`src/rtl/terrain_line_gen_if.sv`:
```
// Control and line-output bundle for the scrolling terrain-line generator.
// The master side (game logic or a bench) drives scroll/mode/seed controls;
// the slave side (the generator) returns the line, boundary pulse and gap count.
interface terrain_line_gen_if #(
  parameter int WIDTH        = 640,
  parameter int MAX_GAP_SEGS = 2
);
  localparam int GAP_W = $clog2(MAX_GAP_SEGS + 1);

  logic             en_i;
  logic [1:0]       mode_i;
  logic             seed_load_i;
  logic [15:0]      seed_i;
  logic [WIDTH-1:0] line_o;
  logic             seg_start_o;
  logic [GAP_W-1:0] gap_count_o;

  modport master (
    output en_i,
    output mode_i,
    output seed_load_i,
    output seed_i,
    input  line_o,
    input  seg_start_o,
    input  gap_count_o
  );

  modport slave (
    input  en_i,
    input  mode_i,
    input  seed_load_i,
    input  seed_i,
    output line_o,
    output seg_start_o,
    output gap_count_o
  );
endinterface

```
`src/rtl/terrain_line_gen.sv`:
```
// Scrolling terrain-line generator: shifts a WIDTH-bit line by one column per
// enabled clock, filling new columns with a segment bit held for SEG_LEN columns.
// Segment bits come from a seedable 16-bit Fibonacci LFSR (RANDOM) or from the
// SOLID / ALTERNATE modes; a gap limiter forces a solid segment after
// MAX_GAP_SEGS consecutive empty ones so the terrain is always crossable.
module terrain_line_gen #(
  parameter int          WIDTH        = 640,
  parameter int          SEG_LEN      = 80,
  parameter int          MAX_GAP_SEGS = 2,
  parameter logic [15:0] SEED         = 16'hACE1
) (
  input  logic              clk_i,
  input  logic              reset_i,
  terrain_line_gen_if.slave bus
);

  localparam int CNT_W = (SEG_LEN > 1) ? $clog2(SEG_LEN) : 1;
  localparam int GAP_W = $clog2(MAX_GAP_SEGS + 1);

  localparam logic [CNT_W-1:0] CNT_LAST  = CNT_W'(SEG_LEN - 1);
  localparam logic [GAP_W-1:0] GAP_LIMIT = GAP_W'(MAX_GAP_SEGS);

  // A zero seed would lock the LFSR, so fall back to 1 if SEED is misconfigured.
  localparam logic [15:0] SAFE_SEED = (SEED == 16'h0000) ? 16'h0001 : SEED;

  localparam logic [1:0] MODE_RANDOM    = 2'b00;
  localparam logic [1:0] MODE_SOLID     = 2'b01;
  localparam logic [1:0] MODE_ALTERNATE = 2'b10;
  localparam logic [1:0] MODE_FREEZE    = 2'b11;

  logic [WIDTH-1:0] line_q,      line_d;
  logic             cur_bit_q,   cur_bit_d;
  logic [CNT_W-1:0] cnt_q,       cnt_d;
  logic [15:0]      lfsr_q,      lfsr_d;
  logic [GAP_W-1:0] gap_run_q,   gap_run_d;
  logic             seg_start_q, seg_start_d;

  logic             shift;
  logic             boundary;
  logic             next_bit;
  logic             lfsr_fb;
  logic [15:0]      load_value;

  // Decide whether this cycle scrolls and whether it closes the current segment.
  always_comb begin
    shift    = bus.en_i && (bus.mode_i != MODE_FREEZE);
    boundary = shift && (cnt_q == CNT_LAST);
  end

  // Pick the bit for the next segment; RANDOM uses the pre-step LFSR value and
  // is overridden to a solid column once the gap run has hit its limit.
  always_comb begin
    next_bit = 1'b1;
    case (bus.mode_i)
      MODE_RANDOM:    next_bit = (gap_run_q == GAP_LIMIT) ? 1'b1 : lfsr_q[0];
      MODE_SOLID:     next_bit = 1'b1;
      MODE_ALTERNATE: next_bit = ~cur_bit_q;
      default:        next_bit = cur_bit_q;
    endcase
  end

  // Fibonacci feedback taps and the sanitised seed-load value.
  always_comb begin
    lfsr_fb    = lfsr_q[15] ^ lfsr_q[13] ^ lfsr_q[12] ^ lfsr_q[10];
    load_value = (bus.seed_i == 16'h0000) ? SAFE_SEED : bus.seed_i;
  end

  // Next-state logic: scroll, count columns, and update segment state on boundaries.
  always_comb begin
    line_d      = line_q;
    cur_bit_d   = cur_bit_q;
    cnt_d       = cnt_q;
    lfsr_d      = lfsr_q;
    gap_run_d   = gap_run_q;
    seg_start_d = 1'b0;

    if (shift) begin
      line_d = {line_q[WIDTH-2:0], cur_bit_q};
      if (boundary) begin
        cnt_d = '0;
      end else begin
        cnt_d = cnt_q + CNT_W'(1);
      end
    end

    if (boundary) begin
      cur_bit_d   = next_bit;
      lfsr_d      = {lfsr_q[14:0], lfsr_fb};
      gap_run_d   = next_bit ? '0 : (gap_run_q + GAP_W'(1));
      seg_start_d = 1'b1;
    end

    // A seed load wins over the boundary step; next_bit above already used the old value.
    if (bus.seed_load_i) begin
      lfsr_d = load_value;
    end
  end

  // State registers with synchronous active-low reset.
  always_ff @(posedge clk_i) begin
    if (!reset_i) begin
      line_q      <= '1;
      cur_bit_q   <= 1'b1;
      cnt_q       <= '0;
      lfsr_q      <= SAFE_SEED;
      gap_run_q   <= '0;
      seg_start_q <= 1'b0;
    end else begin
      line_q      <= line_d;
      cur_bit_q   <= cur_bit_d;
      cnt_q       <= cnt_d;
      lfsr_q      <= lfsr_d;
      gap_run_q   <= gap_run_d;
      seg_start_q <= seg_start_d;
    end
  end

  assign bus.line_o      = line_q;
  assign bus.seg_start_o = seg_start_q;
  assign bus.gap_count_o = gap_run_q;

endmodule

```
`src/flat_wrapper.sv`:
```
// flat-port wrapper written by rule: the top's interface ports become plain ports
module terrain_line_gen_flat 
#(
  parameter int          WIDTH        = 640,
  parameter int          SEG_LEN      = 80,
  parameter int          MAX_GAP_SEGS = 2,
  parameter logic [15:0] SEED         = 16'hACE1
)
  (clk_i, reset_i, bus_en_i, bus_mode_i, bus_seed_load_i, bus_seed_i, bus_line_o, bus_seg_start_o, bus_gap_count_o);
  terrain_line_gen_if #(.WIDTH(WIDTH), .MAX_GAP_SEGS(MAX_GAP_SEGS)) bus_i ();
  input  logic clk_i;
  input  logic reset_i;
  input wire logic [$bits(bus_i.en_i)-1:0] bus_en_i;
  input wire logic [$bits(bus_i.mode_i)-1:0] bus_mode_i;
  input wire logic [$bits(bus_i.seed_load_i)-1:0] bus_seed_load_i;
  input wire logic [$bits(bus_i.seed_i)-1:0] bus_seed_i;
  output wire logic [$bits(bus_i.line_o)-1:0] bus_line_o;
  output wire logic [$bits(bus_i.seg_start_o)-1:0] bus_seg_start_o;
  output wire logic [$bits(bus_i.gap_count_o)-1:0] bus_gap_count_o;
  assign bus_i.en_i = bus_en_i;
  assign bus_i.mode_i = bus_mode_i;
  assign bus_i.seed_load_i = bus_seed_load_i;
  assign bus_i.seed_i = bus_seed_i;
  assign bus_line_o = bus_i.line_o;
  assign bus_seg_start_o = bus_i.seg_start_o;
  assign bus_gap_count_o = bus_i.gap_count_o;
  terrain_line_gen #(.WIDTH(WIDTH), .SEG_LEN(SEG_LEN), .MAX_GAP_SEGS(MAX_GAP_SEGS), .SEED(SEED)) u_core (.clk_i(clk_i), .reset_i(reset_i), .bus(bus_i));
endmodule
```
`config.mk`:
```
export PLATFORM = sky130hd
export DESIGN_NAME = terrain_line_gen_flat
export DESIGN_NICKNAME = d
export VERILOG_FILES = /design/src/rtl/terrain_line_gen_if.sv /design/src/rtl/terrain_line_gen.sv /design/src/flat_wrapper.sv
export SDC_FILE = /design/constraint.sdc
export NUM_CORES = 1
export LEC_CHECK = 0
export CORE_AREA = 3 3 261 263
export DETAILED_ROUTE_END_ITERATION = 7
export DIE_AREA = 0 0 264 266
export GPL_TIMING_DRIVEN = 0
export PLACE_DENSITY = 0.68
export REMOVE_ABC_BUFFERS = 1
export SETUP_SLACK_MARGIN = 0.02
export SLEW_MARGIN = 10
export SYNTH_ARGS = -nofsm -noshare
export SYNTH_HDL_FRONTEND = slang
export SYNTH_SLANG_ARGS = --single-unit
export TNS_END_PERCENT = 5
```
`constraint.sdc`:
```
create_clock -name clk_i -period 2.3 [get_ports clk_i]
set_input_delay 0.345 -clock clk_i [delete_from_list [all_inputs] [get_ports clk_i]]
set_output_delay 0.345 -clock clk_i [all_outputs]
set_load 0.03 [all_outputs]
```
==> reports/qor.yml <==
outcome:
  status: "finished clean"
power_and_ir_drop:
  vdd_drop_max_uv: 628.0
  p_per_area_nw_per_um2: 914.3
  leakage_nw: 15.51
floorplanning:
  dieArea_sq_um: 70220
  start_util_pct: 34.82
  core-area_sq_um: 65860
  die_w_microns: 264
  row_count: 94
  io_pins: 665
  die_h_microns: 266
timing:
  drv_slew: 0
  fin_crit_sh_pct: 94.17
  setup_slack_ps: 134.1
  hold_violations: 0
  fmax_ghz: 0.4617
  fin_skew_ps: 24.31
  setup_viol_count_final: 0
  rsz0062_at_grt: "no"
  relSlewSlack_pct: 53.61
  min_period_ps: 2166
  tns_ps: 0
  tightestPinTransition_ps: 693.6
  hold-worst-slack_ps: 95.26
min_path:
  min_path_type: "in2reg"
grt:
  grt_max_degree: 139
  overflow: 0
  grt_pass1_vias: 19348
  grt.total_usage_pct: 19.48
  grt_antenna_before_repair: 0
  grt_pass1_wl_microns: 111500
clock_tree:
  cts_htree_levels: 3
  clock_path_buffers: 3
  cts.sinks: 667
  cts_root_buffer: "clkbuf_16"
  clk_latency_ps: 590
  holdBufCountCts: 0
  clk_pin_slew_ps: 60
  cts_tree: "yes"
  cts-buffers-inserted: 72
cells_and_area:
  nNetsFinal: 3511
  num-fill-cells: 6248
  antenna_cells: 0
  syn2layout_area_growth_pct: 44.65
  drive_gt1_share_pct: 4.433
  design_area_sq_um: 33180
setup_path:
  start_kind: "flop"
  crit_path_end_kind: "output pin"
  crit_type: "reg2out"
  crit_buf_inv: 1
  critical_path.max_fanout: 3
  crit_family: "buffers and inverters"
  cp_slowest_cell: "clkdlybuf4s50_1"
  crit_required_ps: 1960
  slowest_delay_ps: 750
  cp_cell_sequence: "clkdlybuf4s50_1"
  cp_data_arrival_time_ps: 1820
yosys:
  postSynthAreaPerCell_sq_um: 7.825
  yosysWarnings: 0
  ys_seq_area_share_pct: 58.22
  yosysUniqueCellTypes: 30
  postSynthCellCount: 2931
  yosys_register_bits: 667
  synth_area_sq_um: 22940
route:
  totalWireLength_microns: 72210
  firstDrtPassIters: 6
  wl_per_cell_microns: 16.39
  drc: 0
  vias_per_cell: 4.797
  drt_iter0_drc: 1720
  dr_total_vias: 21137
  ant_nets: 0
place:
  portBuffers: 664
  pre_cts_slack_ps: -1068
  placed_area_sq_um: 30780
  dp_hpwl_microns: 50060
  gp_congestion: 0.7935
job:
  drv_cap: 0
==> layout make-up <==
type                            count  area (sq um)  share of cell area (%)
Sequential cell                   667         13350                   40.25
Multi-Input combinational cell   2033          8700                   26.22
Timing Repair Buffer              703          7636                   23.02
Clock buffer                      111          2168                   6.536
Tap cell                          864          1081                   3.258
Clock inverter                     18         201.4                  0.6072
Inverter                           10         37.54                  0.1131
==> cell families after synthesis <==
family                   count (synthesis)  synth area share (%)
buffers and inverters                  232                 4.004
adder cells (fa/ha/maj)                  2                0.1091
XOR/XNOR                                 8                0.3055
flip-flops                             667                 58.22
AO/OA/AOI/OAI                           50                 1.331
AND/OR/NAND/NOR                       1972                 36.03
==> sequential cells by signal (all words and copies together), names as in the netlist <==
signal and flops:
u_core.cur_bit_q 1, u_core.bus.gap_count_o 2, u_core.bus.seg_start_o 1, u_core.bus.line_o 640, u_core.cnt_q 7, u_core.lfsr_q 16
==> layer usage <==
layer,up-vias,GRT usage [%],routed length [microns]
met5,-,0,0
met4,0,7.810,2784
met3,137,5.458,5153
met2,641,32.18,34390
met1,9790,24.07,29880
li1,10569,-,-
==> stage by stage <==
stage / utilization, % / power, W / std cells
after detailed placement: 46.74 / 0.01909 / 4276
after global routing: 50.37 / 0.03166 / 4406
final: 50.37 / 0.03033 / 4406
after CTS: 50.36 / 0.03074 / 4406
after global placement: 45.22 / 0.02084 / 4237
after floorplan: - / 0.01806 / 2709
==> cell usage after synthesis <==
cell type / number / area (sq um)
a31oi_1: 2 / 12.51
a21oi_1: 22 / 110.1
a21boi_1: 3 / 22.52
o221ai_1: 8 / 70.07
buf_1: 9 / 33.78
a21boi_0: 2 / 15.01
and2_1: 2 / 12.51
or3_1: 3 / 18.77
clkbuf_1: 175 / 656.9
or2_2: 1 / 6.260
a41o_1: 1 / 10.01
nor2_1: 13 / 48.80
nor3_2: 1 / 10.01
nor4_1: 6 / 37.54
buf_2: 38 / 190.2
nor2b_1: 2 / 12.51
nand4_1: 1 / 6.260
xor2_1: 4 / 35.03
nand2_1: 1298 / 4872
nand3_1: 641 / 3208
nor4b_1: 1 / 8.760
ha_1: 2 / 25.02
o21ai_0: 11 / 55.05
inv_1: 10 / 37.54
xnor2_1: 4 / 35.03
dfxtp_1: 667 / 13350
and2b_1: 1 / 7.510
or3b_1: 1 / 8.760
and3_1: 1 / 6.260
a21bo_1: 1 / 10.01
==> final timing paths <==
path                           from                     end  slack, ps  depth (start not counted)
max          u_core.bus.line_o[125]         bus_line_o[125]        130                          1
min                         reset_i  u_core.bus.line_o[208]        100                          2
max reg2reg         u_core.cnt_q[0]        u_core.lfsr_q[0]        230                          5
min reg2reg        u_core.lfsr_q[2]        u_core.lfsr_q[2]        450                          2
==> power by group <==
| part | internal (W) | total (W) | leakage [nW] | switching, W |
|---|---|---|---|---|
| combinational | 0.00221 | 0.00571 | 8.81 | 0.00350 |
| clock | 0.00685 | 0.0115 | 1.17 | 0.00468 |
| sequential | 0.0124 | 0.0131 | 5.53 | 0.000684 |
| total | 0.0215 | 0.0303 | 15.5 | 0.00886 |
==> placed cells by master, fill, tap and decap left out, types with 8 or more instances in the layout <==
cell and count:
clkbuf_1 17, dfxtp_1 667, buf_16 30, clkdlybuf4s50_1 660, clkbuf_8 22, inv_1 10
nand3_1 641, nor2_1 13, o221ai_1 8, o21ai_0 11, clkbuf_16 72, a21oi_1 22
nand2_1 1298
==> repair_timing <==
item,CTS,global route
endpoints found under the hold margin,0,0
endpoints found under the setup margin,177,14
pin swaps,1,0
setup buffers,1,0
resized for setup,6,1
cloned,1,0
No activity file was read; power rests on OpenSTA's default activity.
